`config.mk`:
```
export PLATFORM = sky130hd
export DESIGN_NAME = memory_bus_arbiter
export DESIGN_NICKNAME = d
export VERILOG_FILES = /design/src/rtl/memory_bus_arbiter.sv
export SDC_FILE = /design/constraint.sdc
export NUM_CORES = 1
export LEC_CHECK = 0
export CORE_UTILIZATION = 30
export DETAILED_ROUTE_END_ITERATION = 8
export PLACE_DENSITY = 0.51
export SETUP_SLACK_MARGIN = 0.4
export SLEW_MARGIN = 20
export SYNTH_ARGS = -nofsm -noshare
export SYNTH_HDL_FRONTEND = slang
export SYNTH_SLANG_ARGS = --single-unit
```
`constraint.sdc`:
```
create_clock -name i_Clock -period 4 [get_ports i_Clock]
set_input_delay 0.8 -clock i_Clock [delete_from_list [all_inputs] [get_ports i_Clock]]
set_output_delay 0.8 -clock i_Clock [all_outputs]
set_load 0.05 [all_outputs]
```
`src/rtl/memory_bus_arbiter.sv`:
```
// Round-robin owner arbiter for the shared memory port. A bounded hold time
// and a one-cycle turnaround between owners keep the bidirectional bus uncontended.
module memory_bus_arbiter #(
  parameter int unsigned P        = 4,
  parameter int unsigned MAX_HOLD = 64,
  parameter int unsigned HOLD_W   = 8,
  localparam int unsigned N       = P + 1,
  localparam int unsigned IDX_W   = (N > 1) ? $clog2(N) : 1
) (
  input  logic             i_Clock,
  input  logic             i_Reset_n,
  input  logic [N-1:0]     i_Request,
  output logic [N-1:0]     o_Grant,
  output logic [IDX_W-1:0] o_Grant_Index,
  output logic             o_Busy,
  output logic             o_Timeout
);

  typedef enum logic [1:0] {
    s_idle,
    s_granted,
    s_turnaround
  } state_t;

  localparam bit               HOLD_EN    = (MAX_HOLD != 0);
  localparam logic [HOLD_W-1:0] HOLD_LAST = HOLD_EN ? HOLD_W'(MAX_HOLD - 1) : '0;
  localparam logic [HOLD_W-1:0] HOLD_SAT  = '1;
  localparam logic [IDX_W-1:0]  LAST_INIT = IDX_W'(P);

  state_t             state_q, state_d;
  logic [N-1:0]       grant_q, grant_d;
  logic [IDX_W-1:0]   index_q, index_d;
  logic               busy_q, busy_d;
  logic               timeout_q, timeout_d;
  logic [HOLD_W-1:0]  hold_q, hold_d;
  logic [IDX_W-1:0]   last_q, last_d;
  logic [IDX_W-1:0]   winner;

  // First set request scanning upward from the slot after the previous owner.
  function automatic logic [IDX_W-1:0] rr_pick(input logic [N-1:0]     req,
                                               input logic [IDX_W-1:0] last);
    logic [IDX_W-1:0] pick;
    logic [IDX_W-1:0] cand;
    logic             hit;
    pick = last;
    hit  = 1'b0;
    for (int unsigned k = 1; k <= N; k++) begin
      cand = (last >= IDX_W'(N - k)) ? (last - IDX_W'(N - k)) : (last + IDX_W'(k));
      if (!hit && req[cand]) begin
        hit  = 1'b1;
        pick = cand;
      end
    end
    return pick;
  endfunction

  assign winner = rr_pick(i_Request, last_q);

  always_ff @(posedge i_Clock or negedge i_Reset_n) begin
    if (!i_Reset_n) begin
      state_q   <= s_idle;
      grant_q   <= '0;
      index_q   <= '0;
      busy_q    <= 1'b0;
      timeout_q <= 1'b0;
      hold_q    <= '0;
      last_q    <= LAST_INIT;
    end else begin
      state_q   <= state_d;
      grant_q   <= grant_d;
      index_q   <= index_d;
      busy_q    <= busy_d;
      timeout_q <= timeout_d;
      hold_q    <= hold_d;
      last_q    <= last_d;
    end
  end

  always_comb begin
    state_d   = state_q;
    grant_d   = grant_q;
    index_d   = index_q;
    busy_d    = busy_q;
    timeout_d = 1'b0;
    hold_d    = hold_q;
    last_d    = last_q;

    case (state_q)
      s_idle: begin
        if (|i_Request) begin
          state_d = s_granted;
          grant_d = N'(1) << winner;
          index_d = winner;
          busy_d  = 1'b1;
          hold_d  = '0;
          last_d  = winner;
        end
      end

      s_granted: begin
        // A release takes precedence over a timeout landing on the same cycle.
        if (!i_Request[index_q]) begin
          state_d = s_turnaround;
          grant_d = '0;
          busy_d  = 1'b0;
        end else if (HOLD_EN && (hold_q == HOLD_LAST)) begin
          state_d   = s_turnaround;
          grant_d   = '0;
          busy_d    = 1'b0;
          timeout_d = 1'b1;
        end else if (hold_q != HOLD_SAT) begin
          hold_d = hold_q + HOLD_W'(1);
        end
      end

      s_turnaround: begin
        state_d = s_idle;
      end

      default: begin
        state_d = s_idle;
        grant_d = '0;
        busy_d  = 1'b0;
      end
    endcase
  end

  assign o_Grant       = grant_q;
  assign o_Grant_Index = index_q;
  assign o_Busy        = busy_q;
  assign o_Timeout     = timeout_q;

  // Structural invariants of the registered grant outputs.
  a_grant_onehot0: assert property (@(posedge i_Clock) disable iff (!i_Reset_n)
    $onehot0(grant_q));
  a_busy_matches: assert property (@(posedge i_Clock) disable iff (!i_Reset_n)
    busy_q == (|grant_q));
  a_index_matches: assert property (@(posedge i_Clock) disable iff (!i_Reset_n)
    busy_q |-> grant_q[index_q]);
  a_timeout_idle: assert property (@(posedge i_Clock) disable iff (!i_Reset_n)
    timeout_q |-> !busy_q);

endmodule
```
==> summary.md <==
| Metric | Value |
|---|---|
| Status | `finished, final reports clean` |
| Area growth syn-to-layout | `16.96%` |
| Drt pass-1 iters | `4` |
| Yosys cell types | `64` |
| Diodes inserted | `0` |
| GPL Wtd Cong | `0.8042` |
| CTS buffer count | `3` |
| Setup TNS | `0 ns` |
| Cells after Synth | `217` |
| # Post-CTS Setup Buffers | `0` |
| Chip width | `81.96 um` |
| Hold Vio Cnt, Final | `0` |
| RSZ-0062 raised after global routing | `false` |
| CP cell instances | `clkinv_1 -> ha_1 -> a211oi_2 -> mux2_2 -> a211oi_2 -> nor3_4 -> and4bb_2 -> a211oi_2 -> o211ai_1 -> o21ai_1` |
| Die area | `6717 sq um` |
| Clock Skews | `0.007881 ns` |
| HPWL Detailed | `3799 um` |
| IO Count | `17` |
| TritonCTS Sinks | `21` |
| WL final | `5027 um` |
| Port Buffer Count | `16` |
| Wire per inst | `16.11 um` |
| Global Route met3 Usage | `2.889%` |
| Starting density of the core | `31.65%` |
| Final non-filler cell total | `312` |
| GR Util met2 | `26.28%` |
| Final period util | `82.74%` |
| Initial antenna violation count | `0` |
| Maximum clock frequency | `302.1 MHz` |
| CTS tree | `done` |
| CP arrival | `3.50 ns` |
| H-tree depth | `1` |
| First-pass GRT wire length | `8252 um` |
| Sequential cell area fraction in the yosys report | `27.46%` |
| Initial DRC count | `83` |
| Layout cells sized above 1 | `14.77%` |
| Synth Flop Type | `dfrtp_1` |
| Yosys top cell by area | `dfrtp_1` |
| Worst path max stage delay | `0.56 ns` |
| Max clock buf depth | `2` |
| Number of enable flip-flop cells after synthesis | `0` |
| Root Buffer | `clkbuf_8` |
| Post-synth ARST share | `100.0%` |
| Drt drc | `0` |
| Crit. End Element | `flip-flop` |
| Largest net degree at the start of global routing | `22` |
| Fin. max-slew vios | `0` |
| Syn nets | `231` |
| Most used cell, CP | `a211oi_2` |
| Slew @ Worst Pin | `0.9356 ns` |
| Final Net Count | `252` |
| Yosys warns | `0` |
| Die height | `81.96 um` |
| Post-synth top area share | `26.09%` |
| Largest cells by area after synthesis | `dfrtp_1 26%, ha_1 4.6%, nand2_1 3.9%` |
| Met1 Usage GRT | `21.49%` |
| Vias | `1748` |
| Cts hold-fix bufs | `0` |
| Min Tclk post-route | `3.310 ns` |
| Class of the worst hold path | `reg2reg` |
| Post-Syn Area | `1918 sq um` |
| Setup crit start kind | `flip-flop` |
| Total grt overflow | `0` |
| Vias in the first global route | `1676` |
| Worst path required time | `4.19 ns` |
| Total GRT Usage | `16.00%` |
| Post-route ant nets | `0` |
| Maxcap violations | `0` |
| Worst Setup Path Type | `reg2reg` |
| Slowest stage cell on the critical path | `dfstp_2` |
| Placed cells | `308` |
| Synth Register Bits | `21` |
| Vias per std cell | `5.603` |
| Maximum fanout along the worst path | `7` |
| Most Crowded Layer GR | `met2` |
| Skew-Pair Late Insertion Delay | `0.26 ns` |
| Rows | `28` |
| Core Area | `6061 sq um` |
| Clock-pin transition on the worst setup and hold timing paths | `0.08 ns` |
| Average size of a mapped cell | `8.839 sq um` |
| Slew HR | `37.43%` |
| Setup-failing EPs final | `0` |
[metrics by stage]
stage / worst slack [ns] / util, % / cell area (sq um) / hold WS, ns
floorplan: 0.5431 / - / 1918 / 0.4675
global route: 0.4097 / 37.01 / 2243 / 0.5127
CTS: 0.6494 / 36.87 / 2235 / 0.5027
detailed placement: 0.4835 / 36.11 / 2188 / 0.4763
finish: 0.6904 / 37.01 / 2243 / 0.4899
global placement: 0.5296 / 36.11 / 2188 / 0.4681
[state kept, by name (all words and copies together), names as in the netlist]
| register | cells |
|---|---|
| hold_q | 8 |
| o_Grant | 5 |
| o_Grant_Index | 3 |
| state_q | 2 |
| last_q | 1 |
| o_Busy | 1 |
| o_Timeout | 1 |
[critical path: cells and delay by family, from the launching register on]
kind | cells | cell delay [ns]
AO/OA/AOI/OAI | 5 | 1.33
buffers and inverters | 1 | 0.18
flip-flops | 1 | 0.56
AND/OR/NAND/NOR | 2 | 0.37
adder cells (fa/ha/maj) | 1 | 0.38
multiplexers | 1 | 0.41
[per-layer routing]
metal | share of wire [%] | vias up
met2 | 48 | 53
met1 | 45 | 823
met5 | 0 | -
li1 | - | 860
met4 | 2.1 | 0
met3 | 4.9 | 12
[Yosys cell counts, drive strengths merged, types with 2 or more instances]
library cell,count
a2111oi,2
a211oi,6
a21o,2
a21oi,7
a31o,3
a31oi,3
a32o,4
and2,4
and3,2
buf,8
clkbuf,2
dfrtp,20
ha,7
inv,6
mux2i,7
mux4,2
nand2,21
nand2b,6
nand3,6
nand3b,4
nand4,3
nor2,18
nor2b,5
nor3,9
nor3b,3
o211a,2
o211ai,5
o21ai,13
o21bai,2
o31a,2
or3,6
xor2,5
[cells in the final DEF, fill, tap and decap left out, types with 5 or more instances in the layout]
cell | Yosys | final
a21oi_1 | 7 | 7
buf_4 | 2 | 10
clkdlybuf4s50_1 | 0 | 16
dfrtp_1 | 20 | 20
ha_1 | 7 | 7
inv_1 | 6 | 6
mux2i_1 | 7 | 7
nand2_1 | 20 | 20
nand2b_1 | 6 | 6
nand3_1 | 6 | 6
nor2_1 | 18 | 18
nor2b_1 | 5 | 5
nor3_1 | 7 | 7
o211ai_1 | 5 | 5
o21ai_0 | 12 | 12
or3_1 | 6 | 6
xor2_1 | 5 | 5
[path summary, 6_finish.rpt]
path	start	to	slack, ns	cells past startpoint
max in group asynchronous	i_Reset_n	state_q[1]$_DFFE_PN0P_	2.36	1
worst min-delay path	o_Grant[4]$_DFFE_PN0P_	o_Grant[4]$_DFFE_PN0P_	0.49	2
worst max-delay path	last_q[2]$_DFFE_PN1P_	o_Grant[4]$_DFFE_PN0P_	0.69	10
min in group asynchronous	i_Reset_n	o_Grant[0]$_DFFE_PN0P_	1.06	1
worst max register to register	last_q[2]$_DFFE_PN1P_	o_Grant[4]$_DFFE_PN0P_	0.69	10
worst min register to register	o_Grant[4]$_DFFE_PN0P_	o_Grant[4]$_DFFE_PN0P_	0.49	2
[cells by family after synthesis]
kind of cell / Yosys count / synth area share, %
AO/OA/AOI/OAI: 63 / 26.75
multiplexers: 10 / 6.588
XOR/XNOR: 6 / 2.740
adder cells (fa/ha/maj): 7 / 4.566
flip-flops: 21 / 27.46
buffers and inverters: 17 / 4.435
AND/OR/NAND/NOR: 93 / 27.46
[cell type report]
type	instances	area, sq um
clock inverters	1	5.005
multi-input cells	179	1315
inverters	7	26.28
fillers	637	3817
well taps	75	93.84
flip-flops and latches	21	526.8
clock buffers	3	41.29
repair buffers	26	235.2
[repair_timing]
action                     CTS  global route
resized for setup            0             1
hold endpoints to repair     0             0
setup endpoints to repair    0             1
Power is not shown: default switching activity piles up to over one toggle a cycle in this logic, so the estimate is an artifact.
